**src/rtl/slike_pkg.sv**
```systemverilog
// Shared constants, state encoding and types for the photonic-harp string front end.
package slike_pkg;

  localparam int unsigned CNT_W               = 26;
  localparam int unsigned CLK_HZ              = 50_000_000;
  localparam int unsigned DEBOUNCE_CYCLES_DEF = CLK_HZ / 100;  // 10 ms
  localparam int unsigned NOTE_LEN_DEF        = CLK_HZ;        // 1 s

  localparam logic [1:0] ST_IDLE = 2'd0;
  localparam logic [1:0] ST_LOAD = 2'd1;
  localparam logic [1:0] ST_PLAY = 2'd2;
  localparam logic [1:0] ST_HOLD = 2'd3;

  typedef enum logic [1:0] {
    StIdle = ST_IDLE,
    StLoad = ST_LOAD,
    StPlay = ST_PLAY,
    StHold = ST_HOLD
  } state_e;

endpackage

```
**src/rtl/beam_trigger_if.sv**
```systemverilog
// Signals between a string's beam trigger, its photosensor and its note countdown timer.
interface beam_trigger_if;

  logic                         beam_in;
  logic                         fin;
  logic                         half;
  logic                         countdown;
  logic                         load;
  logic [slike_pkg::CNT_W-1:0]  max_count;
  logic                         note_on;
  logic                         decay;

  // Trigger side.
  modport master (
    input  beam_in, fin, half,
    output countdown, load, max_count, note_on, decay
  );

  // Sensor / timer / voice side.
  modport slave (
    output beam_in, fin, half,
    input  countdown, load, max_count, note_on, decay
  );

endinterface

```
**src/rtl/beam_debounce.sv**
```systemverilog
// Two-flop synchroniser and saturating debouncer for the raw beam level; flags each
// accepted beam break with a one-cycle pulse.
module beam_debounce
  import slike_pkg::*;
#(
  parameter int unsigned DEBOUNCE_CYCLES = DEBOUNCE_CYCLES_DEF
) (
  input  logic clk_i,
  input  logic rst_ni,
  input  logic beam_i,
  output logic beam_db_o,
  output logic brk_pulse_o
);

  localparam logic [CNT_W-1:0] CntLast = CNT_W'(DEBOUNCE_CYCLES - 1);

  logic             sync1_q, sync2_q;
  logic             db_q, db_d;
  logic             brk_q, brk_d;
  logic [CNT_W-1:0] cnt_q, cnt_d;

  always_comb begin
    cnt_d = '0;
    db_d  = db_q;
    brk_d = 1'b0;
    if (sync2_q != db_q) begin
      // >= keeps the counter from ever wrapping.
      if (cnt_q >= CntLast) begin
        db_d  = sync2_q;
        brk_d = db_q;
      end else begin
        cnt_d = cnt_q + CNT_W'(1);
      end
    end
  end

  always_ff @(posedge clk_i or negedge rst_ni) begin
    if (!rst_ni) begin
      sync1_q <= 1'b1;
      sync2_q <= 1'b1;
      db_q    <= 1'b1;
      brk_q   <= 1'b0;
      cnt_q   <= '0;
    end else begin
      sync1_q <= beam_i;
      sync2_q <= sync1_q;
      db_q    <= db_d;
      brk_q   <= brk_d;
      cnt_q   <= cnt_d;
    end
  end

  assign beam_db_o   = db_q;
  assign brk_pulse_o = brk_q;

endmodule

```
**src/rtl/beam_trigger.sv**
```systemverilog
// Per-string pluck detector and note sequencer driving the note countdown timer.
// Define BEAM_TRIGGER_RETRIGGER_EN to let a fresh pluck restart a sounding note.
module beam_trigger
  import slike_pkg::*;
#(
  parameter int unsigned DEBOUNCE_CYCLES = DEBOUNCE_CYCLES_DEF,
  parameter int unsigned NOTE_LEN        = NOTE_LEN_DEF
) (
  input  logic          CLOCK_50,
  input  logic          reset,
  beam_trigger_if.master bus
);

`ifdef BEAM_TRIGGER_RETRIGGER_EN
  localparam bit Retrigger = 1'b1;
`else
  localparam bit Retrigger = 1'b0;
`endif

  logic   beam_db;
  logic   brk_pulse;
  state_e state_q;
  logic   countdown_q, load_q, note_on_q, decay_q;

  beam_debounce #(
    .DEBOUNCE_CYCLES(DEBOUNCE_CYCLES)
  ) u_debounce (
    .clk_i      (CLOCK_50),
    .rst_ni     (reset),
    .beam_i     (bus.beam_in),
    .beam_db_o  (beam_db),
    .brk_pulse_o(brk_pulse)
  );

  // Outputs are registered alongside the state so each reflects the state being entered.
  always_ff @(posedge CLOCK_50 or negedge reset) begin
    if (!reset) begin
      state_q     <= StIdle;
      countdown_q <= 1'b0;
      load_q      <= 1'b0;
      note_on_q   <= 1'b0;
      decay_q     <= 1'b0;
    end else begin
      load_q <= 1'b0;
      case (state_q)
        StIdle: begin
          countdown_q <= 1'b0;
          note_on_q   <= 1'b0;
          decay_q     <= 1'b0;
          if (brk_pulse) begin
            state_q     <= StLoad;
            load_q      <= 1'b1;
            countdown_q <= 1'b1;
            note_on_q   <= 1'b1;
          end
        end
        StLoad: begin
          state_q     <= StPlay;
          countdown_q <= 1'b1;
          note_on_q   <= 1'b1;
          decay_q     <= 1'b0;
        end
        StPlay: begin
          if (bus.fin) begin
            state_q     <= StHold;
            countdown_q <= 1'b0;
            note_on_q   <= 1'b0;
            decay_q     <= 1'b0;
          end else if (Retrigger && brk_pulse) begin
            state_q <= StLoad;
            load_q  <= 1'b1;
            decay_q <= 1'b0;
          end else begin
            decay_q <= bus.half;
          end
        end
        StHold: begin
          countdown_q <= 1'b0;
          note_on_q   <= 1'b0;
          decay_q     <= 1'b0;
          // Only a restored beam re-arms the string.
          if (beam_db) state_q <= StIdle;
        end
        default: begin
          state_q     <= StIdle;
          countdown_q <= 1'b0;
          note_on_q   <= 1'b0;
          decay_q     <= 1'b0;
        end
      endcase
    end
  end

  assign bus.countdown = countdown_q;
  assign bus.load      = load_q;
  assign bus.note_on   = note_on_q;
  assign bus.decay     = decay_q;
  assign bus.max_count = CNT_W'(NOTE_LEN);

endmodule

```
**src/flat_wrapper.sv**
```systemverilog
// flat-port wrapper written by rule: the top's interface ports become plain ports
module beam_trigger_flat import slike_pkg::*;
#(
  parameter int unsigned DEBOUNCE_CYCLES = DEBOUNCE_CYCLES_DEF,
  parameter int unsigned NOTE_LEN        = NOTE_LEN_DEF
)
  (CLOCK_50, reset, bus_beam_in, bus_fin, bus_half, bus_countdown, bus_load, bus_max_count, bus_note_on, bus_decay);
  beam_trigger_if bus_i ();
  input  logic CLOCK_50;
  input  logic reset;
  input wire logic [$bits(bus_i.beam_in)-1:0] bus_beam_in;
  input wire logic [$bits(bus_i.fin)-1:0] bus_fin;
  input wire logic [$bits(bus_i.half)-1:0] bus_half;
  output wire logic [$bits(bus_i.countdown)-1:0] bus_countdown;
  output wire logic [$bits(bus_i.load)-1:0] bus_load;
  output wire logic [$bits(bus_i.max_count)-1:0] bus_max_count;
  output wire logic [$bits(bus_i.note_on)-1:0] bus_note_on;
  output wire logic [$bits(bus_i.decay)-1:0] bus_decay;
  assign bus_i.beam_in = bus_beam_in;
  assign bus_i.fin = bus_fin;
  assign bus_i.half = bus_half;
  assign bus_countdown = bus_i.countdown;
  assign bus_load = bus_i.load;
  assign bus_max_count = bus_i.max_count;
  assign bus_note_on = bus_i.note_on;
  assign bus_decay = bus_i.decay;
  beam_trigger #(.DEBOUNCE_CYCLES(DEBOUNCE_CYCLES), .NOTE_LEN(NOTE_LEN)) u_core (.CLOCK_50(CLOCK_50), .reset(reset), .bus(bus_i));
endmodule
```
**config.mk**
```make
export PLATFORM = sky130hd
export DESIGN_NAME = beam_trigger_flat
export DESIGN_NICKNAME = d
export VERILOG_FILES = /design/src/rtl/slike_pkg.sv /design/src/rtl/beam_trigger_if.sv /design/src/rtl/beam_debounce.sv /design/src/rtl/beam_trigger.sv /design/src/flat_wrapper.sv
export SDC_FILE = /design/constraint.sdc
export NUM_CORES = 1
export LEC_CHECK = 0
export CORE_ASPECT_RATIO = 0.9
export CORE_MARGIN = 2
export CORE_UTILIZATION = 58
export CTS_BUF_LIST = sky130_fd_sc_hd__clkbuf_4 sky130_fd_sc_hd__clkbuf_8
export DETAILED_ROUTE_END_ITERATION = 8
export GPL_TIMING_DRIVEN = 0
export HOLD_SLACK_MARGIN = 0.05
export PLACE_DENSITY = 0.86
export SYNTH_ARGS = -nofsm -noshare
export SYNTH_HDL_FRONTEND = slang
export SYNTH_SLANG_ARGS = --single-unit
export TNS_END_PERCENT = 30
```
**constraint.sdc**
```tcl
create_clock -name CLOCK_50 -period 2.6 [get_ports CLOCK_50]
set_input_delay 0.52 -clock CLOCK_50 [delete_from_list [all_inputs] [get_ports CLOCK_50]]
set_output_delay 0.52 -clock CLOCK_50 [all_outputs]
set_load 0.02 [all_outputs]
```
==> summary.md, run 1 <==
| Metric | Value |
|---|---|
| Total die area | `approximately 0.0036 mm²` |
| Total Power | `0.00130 W` |
| Synthesized-area fraction occupied by and/or/nand/nor cells | `20.2%` |
| Worst slew margin | `between 50% and 60%` |
| Status | `complete, no violations` |
| Most numerous cell in the Yosys netlist | `dfrtp_1` |
| Total clock sinks | `35` |
| Synth Area per Inst | `10.6 µm²` |
| Final setup viols | `0` |
| Area growth from synthesis to layout | `17.9%` |
| Router iterations before antenna repair | `4` |
| Largest family of logic cells by synthesized area | `simple AND/OR/NAND/NOR gates` |
| Final wirelength | `2670 µm` |
| Initial Utilization | `60.3%` |
| Worst path bufs/invs | `2` |
| Most used DFF post-synth | `dfrtp_1` |
| Warning count from the yosys run | `0` |
| Number of synthesized register bits | `35` |
| Initial antenna violation count | `0` |
| DP HPWL | `around 2000 µm` |
| Hold_buf cts | `0` |
| Async SR Flop Fraction | `100%` |
| Worst r2r path cells | `6` |
| IO buf count | `8` |
| Post-route minimum period | `between 1500 and 2000 ps` |
| Largest net degree at the start of global routing | `36` |
| Synth top cells by count | `dfrtp_1 (32), buf_4 (27), nor2_1 (16)` |
| Power Density | `599 mW/mm²` |
| Cell family with the largest share of critical-path delay | `buffers and inverters` |
| Crit Path Max Fanout | `3` |
| Post-layout util | `71.1%` |
| Lkg Pwr | `0.981 nW` |
| Req. time, crit path | `around 2100 ps` |
| Synth Area in XOR/XNOR | `8.11%` |
| Critical R2R Capture | `u_core.u_debounce.cnt_q[12]` |
| Clock tree buffer depth | `2` |
| Slowest CP cell | `clkdlybuf4s50_1` |
| Post-synth EDFFs | `0` |
| Ant diodes | `0` |
| Flop-to-flop setup slack | `670 ps` |
| Critical path launch point type | `register` |
| Final hold vios | `0` |
| Max Clock Skew | `6.60 ps` |
| Final Wtd Congestion | `roughly 0.82` |
| Cell taking the most area after synthesis | `dfrtp_1` |
| IO Count | `35` |
| Inserted Clock Buffers | `5` |
| H-tree Lvls | `2` |
| Avg WL per Cell | `10.2 µm` |
| ANT nets after route | `0` |
| CTS tree | `done` |
| Post-synthesis compound-gate area fraction | `4.36%` |
| Critical path type | `register to output pin` |
| Row count | `19` |
| Number of buffers added for setup after CTS | `0` |
| Post_cts resized | `0` |
| Synth Area in Adders | `4.77%` |
| Final Hold Slack | `between 200 and 250 ps` |
| Least-Margin Pin Slew | `~750 ps` |
| Main area contributors after synthesis | `dfrtp_1 (44%), buf_4 (11%), ha_1 (4.8%)` |
| WP data arrival | `1410 ps` |
| Crit Reg-Reg Startpoint | `u_core.u_debounce.cnt_q[14]` |
| CP cell instances | `buf_4 -> clkdlybuf4s50_1` |
| Total negative slack | `0 ps` |
| Final worst slack | `about 670 ps` |
| Die W | `roughly 63 µm` |
| GR Util All Layers | `17.2%` |
| Syn Inst Count | `roughly 170` |
| Vias in the first global route | `1080` |
| Fin. max-slew vios | `0` |
| Worst vdd ir | `between 0.0004 and 0.0005 V` |
| Gr ovfl total | `0` |
| Hold crit path type | `input pin to asynchronous set/reset pin` |
| Tcrit/Tclk final | `roughly 74%` |
| Root Buffer | `clkbuf_4` |
| Avg Vias per Cell | `4.63` |
| # DRC | `0` |
| Post-Syn Area | `0.00184 mm²` |
| Distinct cells, synth | `35` |
| RSZ-0062 raised after global routing | `no` |
| Die height | `57.4 µm` |
| Fraction of layout cells with a size suffix above 1 | `between 20% and 30%` |
| Core area | `0.00304 mm²` |
| Max incr delay on CP | `580 ps` |
| Clock Latency Late Sink | `roughly 350 ps` |
| Seq/Total Area, Yosys | `47.9%` |
| Via Count | `1212` |
| Area share of the largest cell type after synthesis | `43.6%` |
| Clk slew on worst S/H paths | `about 110 ps` |
| Mux contribution to synthesized area | `between 1 and 1.5%` |
| Crit end category | `output pin` |
| Place WS | `707 ps` |
| MaxCap Viol Count | `0` |
| First-pass GRT wire length | `4770 µm` |
| Nets@finish | `231` |
| Starting DRT DRC Count | `31` |
| CP startpoint | `u_core.bus.countdown` |
| Highest clock rate | `roughly 0.52 GHz` |
## placed cells by master (no fill, tap or decap), types with 7 or more instances in the layout
cell type        count
conb_1              33
ha_1                 7
xnor2_1              8
buf_4               27
nand2_1              7
xor2_1               9
clkdlybuf4s50_1      7
inv_1                7
dfrtp_1             32
nand3_1             11
nor2_1              16
nor2_2               8
## sequential cells by signal, indices dropped and copies added, names as in the netlist
| name | count |
|---|---|
| u_core.u_debounce.beam_db_o | 1 |
| u_core.u_debounce.cnt_q | 26 |
| u_core.state_q | 2 |
| u_core.bus.load | 1 |
| u_core.bus.countdown | 1 |
| u_core.u_debounce.sync2_q | 1 |
| u_core.u_debounce.brk_pulse_o | 1 |
| u_core.u_debounce.sync1_q | 1 |
| u_core.bus.decay | 1 |
## cell families (layout without fill, tap and decap cells)
kind of cell / count (synthesis) / count (layout)
DFF: 35 / 35
adders and majority gates: 7 / 7
xor gates and xnor gates: 17 / 17
and+or+nand+nor: 63 / 63
other: 2 / 33
buffers and inverters: 35 / 51
AOI/OAI and AO/OA: 12 / 12
muxes: 2 / 2
## how the worst max path moves through the flow
stage	end	slack [ps]	depth (start not counted)
2_1_floorplan	u_core.u_debounce.beam_db_o	810	5
3_3_place_gp	u_core.u_debounce.cnt_q[15]	330	1
3_5_place_dp	u_core.u_debounce.cnt_q[12]	710	6
4_1_cts	bus_note_on	650	2
5_1_grt	u_core.u_debounce.cnt_q[14]	460	6
6_report	bus_note_on	670	2
## metrics by stage
stage                     std cells  instance area [µm²]
after CTS                       262                 2160
after floorplan                 204                 1950
after global routing            262                 2160
final                           262                 2160
after global placement          254                 2080
after detailed placement        254                 2080
## power by group
part / leakage [nW] / internal (W) / switching (W) / total (W)
Sequential: 0.456 / 0.000583 / 0.0000249 / 0.000608
Clock: 0.0458 / 0.000207 / 0.000197 / 0.000404
Combinational: 0.479 / 0.000123 / 0.000161 / 0.000284
## layout make-up
class	count	area (µm²)
clock buffers	5	37.5
flip-flops and latches	35	880
multi-input cells	134	832
inverters	7	26.3
repair buffers	8	75.1
clock inverters	3	47.5
fillers	243	878
well taps	42	52.6
plain buffers	28	214
## routing by layer
metal	track usage [%]	wire, µm	share of wire (%)
met4	4.66	29	1.1
met2	26.4	1220	46
met1	23.1	1260	47
met5	0	0	0
met3	6.51	159	6.0
Note: power is estimated with default switching activity, not from simulation.
==> inputs of run 2 (changes only) <==
- CORE_UTILIZATION: 58 -> 53
- PLACE_DENSITY: 0.86 -> 0.79
- clock period: 2.6 -> 1.9 ns (I/O delays scaled with it)
==> run 2 against run 1 <==
  * Combinational power rose by 36%
  * Clock skew down 3.3 ps
  * Global-route usage is 0.14 points higher
  * Cell count is 3.8% higher
  * Critical path depth is 4 higher
  * Worst hold slack worse by 79 ps
  * Via count is 2.8% higher
  * Utilization down 1.5 points
  * Total power rose by 46%
  * Flip-flop and latch count did not move
  * Worst setup slack got worse by 630 ps
  * Routed wire length is 19% higher
  * Critical path type is now register to register
  * Largest cell class unchanged
  * Largest power group unchanged
  * Highest routed layer unchanged
==> summary.md, run 2 (synthesis gave the netlist of run 1 again) <==
| Metric | Value |
|---|---|
| Final hold vios | `0` |
| ANT nets after route | `0` |
| Worst slew margin | `about 51%` |
| Largest register FFs | `26` |
| Final setup viols | `0` |
| CTS tree | `done` |
| Ant diodes | `0` |
| Clock Latency Late Sink | `between 200 and 300 ps` |
| Clk slew on worst S/H paths | `70 ps` |
| Inserted Clock Buffers | `5` |
| IO buf count | `8` |
| Lkg Pwr | `1.05 nW` |
| Fill cells | `260` |
| Gr ovfl total | `0` |
| Slowest CP cell | `or4_4` |
| Register with the most flip-flops | `u_core.u_debounce.cnt_q` |
| Via Count | `around 1200` |
| Worst r2r path cells | `6` |
| Flop-to-flop setup slack | `30 ps` |
| Hold crit path type | `input pin to asynchronous set/reset pin` |
| Router iterations before antenna repair | `4` |
| IO Count | `35` |
| Crit Path Max Fanout | `5` |
| Die height | `59.8 µm` |
| Vias in the first global route | `1141` |
| Starting DRT DRC Count | `45` |
| Req. time, crit path | `2130 ps` |
| Crit Reg-Reg Startpoint | `u_core.u_debounce.cnt_q[14]` |
| Total die area | `0.00395 mm²` |
| Avg Vias per Cell | `4.58` |
| # DRC | `0` |
| Post-layout util | `69.7%` |
| WP data arrival | `2100 ps` |
| Nets@finish | `about 240` |
| FF/Latch Area | `882 µm²` |
| Initial Utilization | `54.7%` |
| Final wirelength | `approximately 3200 µm` |
| Crit end category | `register` |
| Largest net degree at the start of global routing | `36` |
| Tcrit/Tclk final | `a little over nine tenths` |
| Cell family with the largest share of critical-path delay | `simple AND/OR/NAND/NOR gates` |
| Highest clock rate | `0.535 GHz` |
| CP cell instances | `or4_4 -> o21a_1 -> o21ai_4 -> nand3_4 -> clkbuf_16 -> nor2_2` |
| Post-route minimum period | `1870 ps` |
| Design Area, Final | `0.00234 mm²` |
| H-tree Lvls | `2` |
| CP startpoint | `u_core.u_debounce.cnt_q[14]` |
| Area after DPL | `between 0.002 and 0.0025 mm²` |
| GR Util All Layers | `17.3%` |
| Status | `complete, no violations` |
| Core area | `0.00335 mm²` |
| Critical R2R Capture | `u_core.u_debounce.cnt_q[11]` |
| DP HPWL | `2050 µm` |
| Total clock sinks | `35` |
| Worst vdd ir | `0.000720 V` |
| Max incr delay on CP | `about 560 ps` |
| Row count | `20` |
| Critical path launch point type | `register` |
| Clock tree buffer depth | `2` |
| Die W | `66.0 µm` |
| Initial antenna violation count | `0` |
| Largest registers | `u_core.u_debounce.cnt_q x26, u_core.state_q x2` |
| Multi-input logic area | `around 870 µm²` |
| Power Density | `808 mW/mm²` |
| Avg WL per Cell | `11.7 µm` |
| Area growth from synthesis to layout | `27.3%` |
| Root Buffer | `clkbuf_8` |
| Critical path type | `register to register` |
| MaxCap Viol Count | `0` |
| Worst path bufs/invs | `1` |
| Least-Margin Pin Slew | `around 730 ps` |
| Final Wtd Congestion | `approximately 0.84` |
| Fraction of layout cells with a size suffix above 1 | `30.3%` |
| Max Clock Skew | `3.31 ps` |
| Most frequent cells in the layout | `buf_4 (33), conb_1 (33), dfrtp_1 (30), nor2_1 (16), nand3_1 (11)` |
| Fin. max-slew vios | `0` |
| First-pass GRT wire length | `5000 µm` |
-- run 2: metal layers --
metal / track usage, % / wire (µm) / vias up
met4: 6.12 / 53 / 0
li1: - / - / 619
met3: 6.21 / 213 / 6
met1: 21.5 / 1330 / 583
met2: 28.3 / 1580 / 38
met5: 0 / 0 / -
-- run 2: worst reg2reg max path, cell delays in order (launching register included) --
cell and delay, ps:
dfrtp_2 420, or4_4 560, o21a_1 170, o21ai_4 190, nand3_4 150, clkbuf_16 210, nor2_2 90
-- run 2: where the power goes --
part           leakage, nW  internal [W]  total, W  switching, W
Combinational        0.540      0.000168  0.000386      0.000218
Clock               0.0581      0.000390  0.000667      0.000276
Sequential           0.453      0.000799  0.000835     0.0000365
Total                 1.05       0.00136   0.00189      0.000531
-- run 2: how the worst max path moves through the flow --
stage,end,slack (ps),cells past startpoint
floorplan,u_core.u_debounce.beam_db_o,110,5
global placement,u_core.u_debounce.cnt_q[15],-250,1
detailed placement,u_core.u_debounce.cnt_q[0],-20,6
CTS,u_core.u_debounce.cnt_q[17],10,6
global route,u_core.u_debounce.cnt_q[14],-30,6
finish,u_core.u_debounce.cnt_q[11],30,6
-- run 2: area by class of cell --
| type | instances | share of cell area, % |
|---|---|---|
| multi-input cells | 134 | 37.3 |
| repair buffers | 16 | 7.07 |
| clock inverters | 3 | 1.87 |
| well taps | 44 | 2.36 |
| flip-flops and latches | 35 | 37.8 |
| clock buffers | 5 | 2.95 |
| inverters | 7 | 1.12 |
| plain buffers | 28 | 9.53 |
-- run 2: timing repair --
| action | in CTS | in global routing |
|---|---|---|
| gates resized for setup | 2 | 8 |
| gates cloned | 0 | 1 |
| endpoints found under the setup margin | 11 | 20 |
| buffers inserted | 1 | 6 |
| pin swaps | 1 | 3 |
| hold buffers | 0 | 0 |
| hold endpoints to repair | 0 | 0 |
-- run 2: metrics by stage --
stage | setup TNS, ps | std cells | hold WS [ps] | setup slack [ps] | total power, W
after floorplan | 0 | 204 | 84.4 | 113 | 0.00111
after global placement | -7860 | 256 | 354 | -247 | 0.00121
after detailed placement | -186 | 256 | 351 | -23.0 | 0.00124
after CTS | 0 | 265 | 165 | 12.8 | 0.00191
after global routing | -243 | 272 | 210 | -31.1 | 0.00200
final | 0 | 272 | 144 | 31.8 | 0.00189
